--- src/rtl/servant_gpio_ctrl.sv ---
// servant_gpio_ctrl: Wishbone slave sequencing the board's 4 LEDs and
// debouncing its 3 push-buttons.
//
// LEDs run in one of three modes (direct, blink, rotate) paced by a
// programmable prescaler tick. Buttons are synchronized and debounced.
// Rising edges of the debounced levels latch into write-1-to-clear events.
//
// Register map, selected by i_wb_adr[3:2]:
//   0 LED_DATA  rw [3:0]
//   1 CTRL      rw [1:0] mode (0 direct, 1 blink, 2 rotate, 3 = direct)
//   2 PERIOD    rw [PW-1:0]
//   3 BTN       r  {events[2:0], level[2:0]}, w1c events via dat[5:3]
//
// Ports:
//   i_wb_clk, i_wb_rst_n   clock, synchronous active-low reset
//   i_wb_adr/dat/we/cyc    Wishbone request
//   o_wb_rdt/o_wb_ack      registered read data, one-cycle acknowledge
//   led                    registered LED drive
//   buttons                raw asynchronous button inputs
module servant_gpio_ctrl #(
  parameter int unsigned     PW         = 24,
  parameter logic [PW-1:0]   PERIOD_RST = 24'd1000000,
  parameter int unsigned     DEB_CYCLES = 16
) (
  input  logic        i_wb_clk,
  input  logic        i_wb_rst_n,
  input  logic [31:0] i_wb_adr,
  input  logic [31:0] i_wb_dat,
  input  logic        i_wb_we,
  input  logic        i_wb_cyc,
  output logic [31:0] o_wb_rdt,
  output logic        o_wb_ack,
  output logic [3:0]  led,
  input  logic [2:0]  buttons
);

  localparam int unsigned   DW       = $clog2(DEB_CYCLES) + 1;
  localparam logic [DW-1:0] DEB_LAST = DW'(DEB_CYCLES - 1);

  logic          ack_r;
  logic [31:0]   rdt_r;
  logic [3:0]    led_r;
  logic [3:0]    led_data_r;
  logic [1:0]    mode_r;
  logic [PW-1:0] period_r;
  logic [PW-1:0] cnt_r;
  logic          phase_r;
  logic [3:0]    pattern_r;
  logic [2:0]    sync1_r;
  logic [2:0]    sync2_r;
  logic [2:0]    level_r;
  logic [2:0]    events_r;
  logic [DW-1:0] deb_cnt_r [3];

  logic          bus_req_s;
  logic          wr_s;
  logic          wr_led_s;
  logic          wr_ctrl_s;
  logic          wr_period_s;
  logic          wr_btn_s;
  logic          tick_s;
  logic [31:0]   rd_data_s;
  logic [2:0]    level_nxt_s;
  logic [DW-1:0] deb_cnt_nxt_s [3];
  logic [2:0]    rise_s;
  logic [2:0]    clr_s;
  logic          unused_s;

  assign o_wb_ack = ack_r;
  assign o_wb_rdt = rdt_r;
  assign led      = led_r;

  // A held cyc only gets a new transfer on cycles where ack is low.
  assign bus_req_s = i_wb_cyc & ~ack_r;
  assign wr_s      = bus_req_s & i_wb_we;
  assign unused_s  = ^{i_wb_adr[31:4], i_wb_adr[1:0], i_wb_dat[31:PW]};

  // Write strobe decode per register.
  always_comb begin
    wr_led_s    = 1'b0;
    wr_ctrl_s   = 1'b0;
    wr_period_s = 1'b0;
    wr_btn_s    = 1'b0;
    if (wr_s) begin
      case (i_wb_adr[3:2])
        2'd0:    wr_led_s    = 1'b1;
        2'd1:    wr_ctrl_s   = 1'b1;
        2'd2:    wr_period_s = 1'b1;
        2'd3:    wr_btn_s    = 1'b1;
        default: wr_led_s    = 1'b0;
      endcase
    end else begin
      wr_led_s = 1'b0;
    end
  end

  // Read data mux; unused bits read as zero.
  always_comb begin
    rd_data_s = 32'd0;
    case (i_wb_adr[3:2])
      2'd0:    rd_data_s[3:0]    = led_data_r;
      2'd1:    rd_data_s[1:0]    = mode_r;
      2'd2:    rd_data_s[PW-1:0] = period_r;
      2'd3:    rd_data_s[5:0]    = {events_r, level_r};
      default: rd_data_s         = 32'd0;
    endcase
  end

  // Bus handshake: one-cycle ack, read data captured on the request edge.
  always_ff @(posedge i_wb_clk) begin
    if (!i_wb_rst_n) begin
      ack_r <= 1'b0;
      rdt_r <= 32'd0;
    end else begin
      ack_r <= bus_req_s;
      if (bus_req_s) begin
        rdt_r <= rd_data_s;
      end
    end
  end

  // Software-visible configuration registers.
  always_ff @(posedge i_wb_clk) begin
    if (!i_wb_rst_n) begin
      led_data_r <= 4'd0;
      mode_r     <= 2'd0;
      period_r   <= PERIOD_RST;
    end else begin
      if (wr_led_s)    led_data_r <= i_wb_dat[3:0];
      if (wr_ctrl_s)   mode_r     <= i_wb_dat[1:0];
      if (wr_period_s) period_r   <= i_wb_dat[PW-1:0];
    end
  end

  // A PERIOD write restarts the count and swallows that cycle's tick.
  assign tick_s = ~wr_period_s & (cnt_r == period_r);

  // Prescaler 0..PERIOD; the >= also recovers if PERIOD drops below cnt.
  always_ff @(posedge i_wb_clk) begin
    if (!i_wb_rst_n) begin
      cnt_r <= {PW{1'b0}};
    end else if (wr_period_s || (cnt_r >= period_r)) begin
      cnt_r <= {PW{1'b0}};
    end else begin
      cnt_r <= cnt_r + {{(PW-1){1'b0}}, 1'b1};
    end
  end

  // Blink phase and rotate pattern; register writes take priority over a tick.
  always_ff @(posedge i_wb_clk) begin
    if (!i_wb_rst_n) begin
      phase_r   <= 1'b0;
      pattern_r <= 4'd0;
    end else if (wr_ctrl_s) begin
      phase_r   <= 1'b0;
      pattern_r <= led_data_r;
    end else begin
      if (wr_led_s && (mode_r == 2'd2)) begin
        pattern_r <= i_wb_dat[3:0];
      end else if (tick_s && (mode_r == 2'd2)) begin
        pattern_r <= {pattern_r[2:0], pattern_r[3]};
      end
      if (tick_s && (mode_r == 2'd1)) begin
        phase_r <= ~phase_r;
      end
    end
  end

  // Registered LED drive from the current mode.
  always_ff @(posedge i_wb_clk) begin
    if (!i_wb_rst_n) begin
      led_r <= 4'd0;
    end else begin
      case (mode_r)
        2'd1:    led_r <= phase_r ? led_data_r : 4'd0;
        2'd2:    led_r <= pattern_r;
        default: led_r <= led_data_r;
      endcase
    end
  end

  // Debounce: a level is accepted after DEB_CYCLES consecutive differing samples.
  always_comb begin
    level_nxt_s = level_r;
    for (int i = 0; i < 3; i++) begin
      deb_cnt_nxt_s[i] = deb_cnt_r[i];
      if (sync2_r[i] == level_r[i]) begin
        deb_cnt_nxt_s[i] = {DW{1'b0}};
      end else if (deb_cnt_r[i] == DEB_LAST) begin
        level_nxt_s[i]   = sync2_r[i];
        deb_cnt_nxt_s[i] = {DW{1'b0}};
      end else begin
        deb_cnt_nxt_s[i] = deb_cnt_r[i] + {{(DW-1){1'b0}}, 1'b1};
      end
    end
  end

  assign rise_s = level_nxt_s & ~level_r;
  assign clr_s  = wr_btn_s ? i_wb_dat[5:3] : 3'd0;

  // Synchronizer, debounced levels and events; a new edge beats a same-cycle clear.
  always_ff @(posedge i_wb_clk) begin
    if (!i_wb_rst_n) begin
      sync1_r  <= 3'd0;
      sync2_r  <= 3'd0;
      level_r  <= 3'd0;
      events_r <= 3'd0;
      for (int i = 0; i < 3; i++) deb_cnt_r[i] <= {DW{1'b0}};
    end else begin
      sync1_r  <= buttons;
      sync2_r  <= sync1_r;
      level_r  <= level_nxt_s;
      events_r <= (events_r & ~clr_s) | rise_s;
      for (int i = 0; i < 3; i++) deb_cnt_r[i] <= deb_cnt_nxt_s[i];
    end
  end

endmodule

--- config.mk ---
export PLATFORM = sky130hd
export DESIGN_NAME = servant_gpio_ctrl
export DESIGN_NICKNAME = d
export VERILOG_FILES = /design/src/rtl/servant_gpio_ctrl.sv
export SDC_FILE = /design/constraint.sdc
export NUM_CORES = 1
export LEC_CHECK = 0
export BUFFER_PORTS_ARGS = -buffer_cell sky130_fd_sc_hd__buf_2
export CAP_MARGIN = 20
export CORE_ASPECT_RATIO = 1.4
export CORE_UTILIZATION = 55
export CTS_CLUSTER_SIZE = 24
export DETAILED_ROUTE_END_ITERATION = 8
export PLACE_DENSITY_LB_ADDON = 0.2
export SLEW_MARGIN = 10
export SYNTH_ARGS = -nofsm -noshare
export SYNTH_HDL_FRONTEND = slang
export SYNTH_SLANG_ARGS = --single-unit
--- constraint.sdc ---
create_clock -name i_wb_clk -period 2.4 [get_ports i_wb_clk]
set_input_delay 0.12 -clock i_wb_clk [delete_from_list [all_inputs] [get_ports i_wb_clk]]
set_output_delay 0.12 -clock i_wb_clk [all_outputs]
set_load 0.01 [all_outputs]
After elaboration in Yosys (flattened, before gate mapping)
Memories as Yosys holds them, arrays and structs flattened. Cells that the tools add are included.

Add/sub/neg operators: 4. $mul: 0. Div/mod/pow operators: 0. $lt $le $gt $ge: 1. Equality and inequality tests: 12. Shifts and indexed selects: 0. Multiplexer cells: 35. Bitwise logic cells: 15. Reductions and logical operators: 8.

Operators with widths (number): two-way mux 5 bit (9); adder 24 x 1 -> 24 bit, second input constant (1); equality test 24 bit (1); greater-or-equal comparator 24 bit (1); two-way mux 18 bit (1); two-way mux 1 bit (16); two-way mux 4 bit (4); adder 5 x 1 -> 5 bit, second input constant (3); equality test 5 x 4 -> 1 bit, second input constant (3); one-hot mux 2 bit (4 select lines) (1); one-hot mux 4 bit (2 select lines) (1); bitwise AND 3 bit (2); equality test 2 bit, second input constant (3); NOT 3 bit (2); one-hot mux 2 bit (3 select lines) (1); equality test 2 x 1 -> 1 bit, second input constant (2); NOT 1 bit (4); one-hot mux 2 bit (2 select lines) (1); OR reduction 2 bit (2); bitwise AND 1 bit (3); equality test 1 bit (3); logical AND 1 bit (3); two-way mux 3 bit (1); OR 1 bit (3); 4 further kinds (4).

Register bits: 100. Bits in latches: 0. RAM bits: 15. ROM bits: 0. Input port bits: 71. Output and inout bits: 37. Word-level logic and storage cells: 89. Memories: 1.

Memories: deb_cnt_r (words 3, width 5, read ports 3, clocked after memory_dff 0, wr ports 3, line 53) `logic [DW-1:0] deb_cnt_r [3];`.

Longest topological paths before layout
Word-level depth: 10. Depth in mapped cells: 8.

Worst setup path before layout
Ideal clock, no wire load.

Kind: register to register. Start point: register period_r[21]. End point: register phase_r. Setup time: 70 ps. Arrival time: 1854 ps. Path slack: 476 ps. Cell stages (with the launch flop): 8. Clock period less this slack: 1924 ps. Cell sequence: dfxtp_1 inv_1 ha_1 nand4_2 nor4_2 nand2_2 or4_1 a21oi_1.

Cells in the longest elaborated chain, start to end: 3.

RTL lines: start: declaration (line 45) `logic [PW-1:0] period_r;`; start signal: assignment (line 131) `if (wr_period_s) period_r <= i_wb_dat[PW-1:0];`; equality test 24 bit (line 136) `assign tick_s = ~wr_period_s & (cnt_r == period_r);`; bitwise AND 1 bit (line 136); logical AND 1 bit (line 163) `if (tick_s && (mode_r == 2'd1)) begin`; end signal: assignment (line 164) `phase_r <= ~phase_r;`; end: declaration (line 47) `logic phase_r;`.

No other way between the ends. A chain may end at the register's enable or synchronous reset.

Final worst setup path
Start point: register period_r[19]. End point: register phase_r.

Same word-level chain as after synthesis.

==> impl_results.md <==
- Status: finished, violations left
- Failing checks: design-rule violations
- Mapped Cells: between 500 and 600
- CTS sink cnt: approximately 120
- Post-CTS Hold Fix Bufs: 26
- First-pass GRT wire length: approximately 20000 um
- Root buffer selected by CTS: clkbuf_16
- Hold Path Class: primary input to flop
- Area of the core: 9080 um2
- Antenna violations before repair: 0
- Largest net degree at the start of global routing: 59
- Final HPWL DP: 8268 um
- Post-route minimum period: ~2.2 ns
- CP Data Arrival Time: 2.57 ns
- RSZ-0062 raised after global routing: no
- Clock Path Buffers: 2
- Total Power: 0.004756 W
- Multi-input logic area: 2594 um2
- Worst Setup Path Type: flop to flop
- Pwr/cell area: 743.6 nW/um2
- Setup violators final: 0
- Unique cell type count in the Yosys netlist: 47
- Nets: around 780
- MaxCap Viol Count: 0
- Initial cell density of the core: 0.5701
- Grt total ovfl: 0
- Syn avg cell area: 8.833 um2
- DIE HEIGHT: 116.8 um
- Crit path required time: 2.74 ns
- Max-Slew Margin vs Limit: 0.5470
- Setup crit end kind: flop
- TritonRoute pass-1 iters: 7
- Vias: 4422
- Yosys reg bits: 115
- Num CTS Buffers: 17
- Cell Area, Synth: 5176 um2
- Setup TNS: 0 ns
- Static leakage: approximately 2.7 nW
- Clk_skew: between 0.008 and 0.009 ns
- Number of global-route vias before repair: approximately 4400
- Worst vdd ir: 0.0005323 V
- Fin. max-slew vios: 0
- Max FO, Critical Path: 4
- Port Buf Inserts: 61
- # diodes: 0
- Gr usage total: 0.2645
- Fmax: 448.9 MHz
- Vias per inst: ~5.6
- CTS H-tree lvls: 4
- Drt total wl: 12300 um
- Placed Cells: 734
- # IOs: 108
- CP Launch Type: flop
- Layout Cells excl Fill: 792
- Final Cycle Share: 0.9283
- Initial DRC Count: ~220
- Hold Fails Final Rpt: 0
- Layout cells sized above 1: 0.1606
- Seq/Total Area, Yosys: 0.4448
- Worst-Margin Slew: 0.6769 ns
- Reg area: 2302 um2
- Row cnt: 41
- Worst-path clk slew: 0.05 ns
- CTS tree: yes
- Die area: 9809 um2
- Routed Antenna Nets: 0
- Overall die width: 83.99 um
- Cts repair resizes: 0
- WHS: between 0.015 and 0.02 ns
- Area growth from synthesis to layout: 23.54%
- Post-CTS setup buffer count: 0
- Clock latency on the worst-skew pair: roughly 0.41 ns
- Avg WL per Cell: 15.53 um
- Filler cells: 711
- Yosys warns: 0
- Global placer's final weighted congestion: 0.9100
- Drc violations: 8
-- kinds of logic after synthesis --
family / synth area share
other: 0.0007245
adder cells (fa/ha/maj): 0.07977
buffers and inverters: 0.05970
flip-flops: 0.4448
multiplexers: 0.04157
XOR/XNOR: 0.05245
AO/OA/AOI/OAI: 0.1143
AND/OR/NAND/NOR: 0.2067
-- state kept, by name (all words and copies together) (netlist names) --
signal / cells
o_wb_rdt: 24
period_r: 24
deb_cnt_r: 15
sync1_r: 3
led_data_r: 4
level_r: 3
mode_r: 2
o_wb_ack: 1
events_r: 3
led: 4
cnt_r: 24
sync2_r: 3
pattern_r: 4
phase_r: 1
-- cells in the final DEF, fill, tap and decap left out, types with 4 or more instances in the layout --
cell type / netlist / layout
o211ai_1: 8 / 8
nand2_1: 71 / 71
and3_1: 6 / 6
a21o_1: 5 / 5
or3_1: 4 / 4
a22oi_1: 22 / 22
and2_1: 6 / 6
nand3_1: 18 / 18
buf_4: 8 / 7
buf_2: 5 / 61
clkbuf_16: 0 / 17
xnor2_1: 16 / 16
mux2i_1: 17 / 17
nor3_1: 28 / 28
o21ai_0: 12 / 12
nand4_1: 11 / 11
nor2_1: 60 / 59
and4_1: 4 / 4
xor2_1: 15 / 15
conb_1: 1 / 8
dfxtp_1: 115 / 115
a21oi_1: 31 / 31
ha_1: 33 / 33
inv_1: 37 / 37
dlygate4sd3_1: 0 / 26
clkbuf_1: 16 / 4
-- Yosys cell counts (all sizes together) --
cell | instances | area (um2)
ha | 33 | 412.9
and3 | 6 | 37.54
a2111oi | 1 | 15.01
a211o | 1 | 8.760
nand2 | 72 | 272.8
o211ai | 8 | 60.06
a32o | 3 | 30.03
o31a | 1 | 10.01
a211oi | 1 | 7.510
o21a | 1 | 7.510
or2 | 1 | 6.260
and4 | 4 | 35.03
nand4 | 13 | 93.84
xor2 | 15 | 131.4
nor2 | 60 | 225.2
or3 | 4 | 25.02
or4 | 1 | 7.510
nor3b | 1 | 7.510
dfxtp | 115 | 2302
conb | 1 | 3.750
buf | 17 | 100.1
mux4 | 2 | 45.04
o21ai | 12 | 60.06
a221oi | 2 | 17.52
xnor2 | 16 | 140.1
or3b | 1 | 8.760
nand3b | 1 | 7.510
nand2b | 3 | 18.77
a21o | 5 | 37.54
and2 | 6 | 37.54
nand3 | 18 | 90.09
nor2b | 2 | 12.51
mux2i | 17 | 170.2
nor4 | 4 | 43.80
a222oi | 1 | 10.01
clkbuf | 18 | 70.07
inv | 37 | 138.9
nor3 | 28 | 140.1
a22oi | 22 | 165.2
o31ai | 1 | 7.510
a21oi | 31 | 155.2
-- final cells by class --
cell class / instances / area share
well taps: 107 / 0.02094
clock inverters: 9 / 0.02015
repair buffers: 95 / 0.09842
flip-flops and latches: 115 / 0.3600
inverters: 37 / 0.02172
multi-input cells: 406 / 0.4056
clock buffers: 23 / 0.07318
-- metrics by stage --
| stage | util | cell area (um2) | worst slack [ns] |
|---|---|---|---|
| after CTS | 0.7043 | 6395 | 0.2139 |
| after floorplan | - | 5202 | 0.4764 |
| after detailed placement | 0.6099 | 5538 | 0.2353 |
| after global placement | 0.6087 | 5527 | 0.2978 |
| after global routing | 0.7043 | 6395 | 0.05756 |
| final | 0.7043 | 6395 | 0.1721 |
-- worst paths after layout --
check	from	end	slack, ns	cells after the start
min	i_wb_dat[0]	period_r[0]	0.02	3
min reg2reg	sync1_r[0]	sync2_r[0]	0.43	1
max	period_r[19]	phase_r	0.17	7
max reg2reg	period_r[19]	phase_r	0.17	7
-- power breakdown --
group	internal, W	switching, W
registers	0.00194	0.0000255
clock network	0.00168	0.000844
logic	0.000114	0.000148
-- metal layers --
metal | global-route usage | part of all wire | vias to the layer above
li1 | - | - | 2178
met1 | 0.2683 | 0.38 | 2073
met2 | 0.4984 | 0.54 | 140
met3 | 0.07293 | 0.050 | 31
met4 | 0.1368 | 0.029 | 0
met5 | 0 | 0 | -
-- critical path, stage by stage, from the launching register on --
cell and delay (ns):
dfxtp_1 0.36, inv_1 0.08, ha_1 0.33, nand4_2 0.15, nor4_2 0.42, nand2_2 0.13
or4_1 0.52, a21oi_1 0.16
Power figures use the tool's default switching activity.
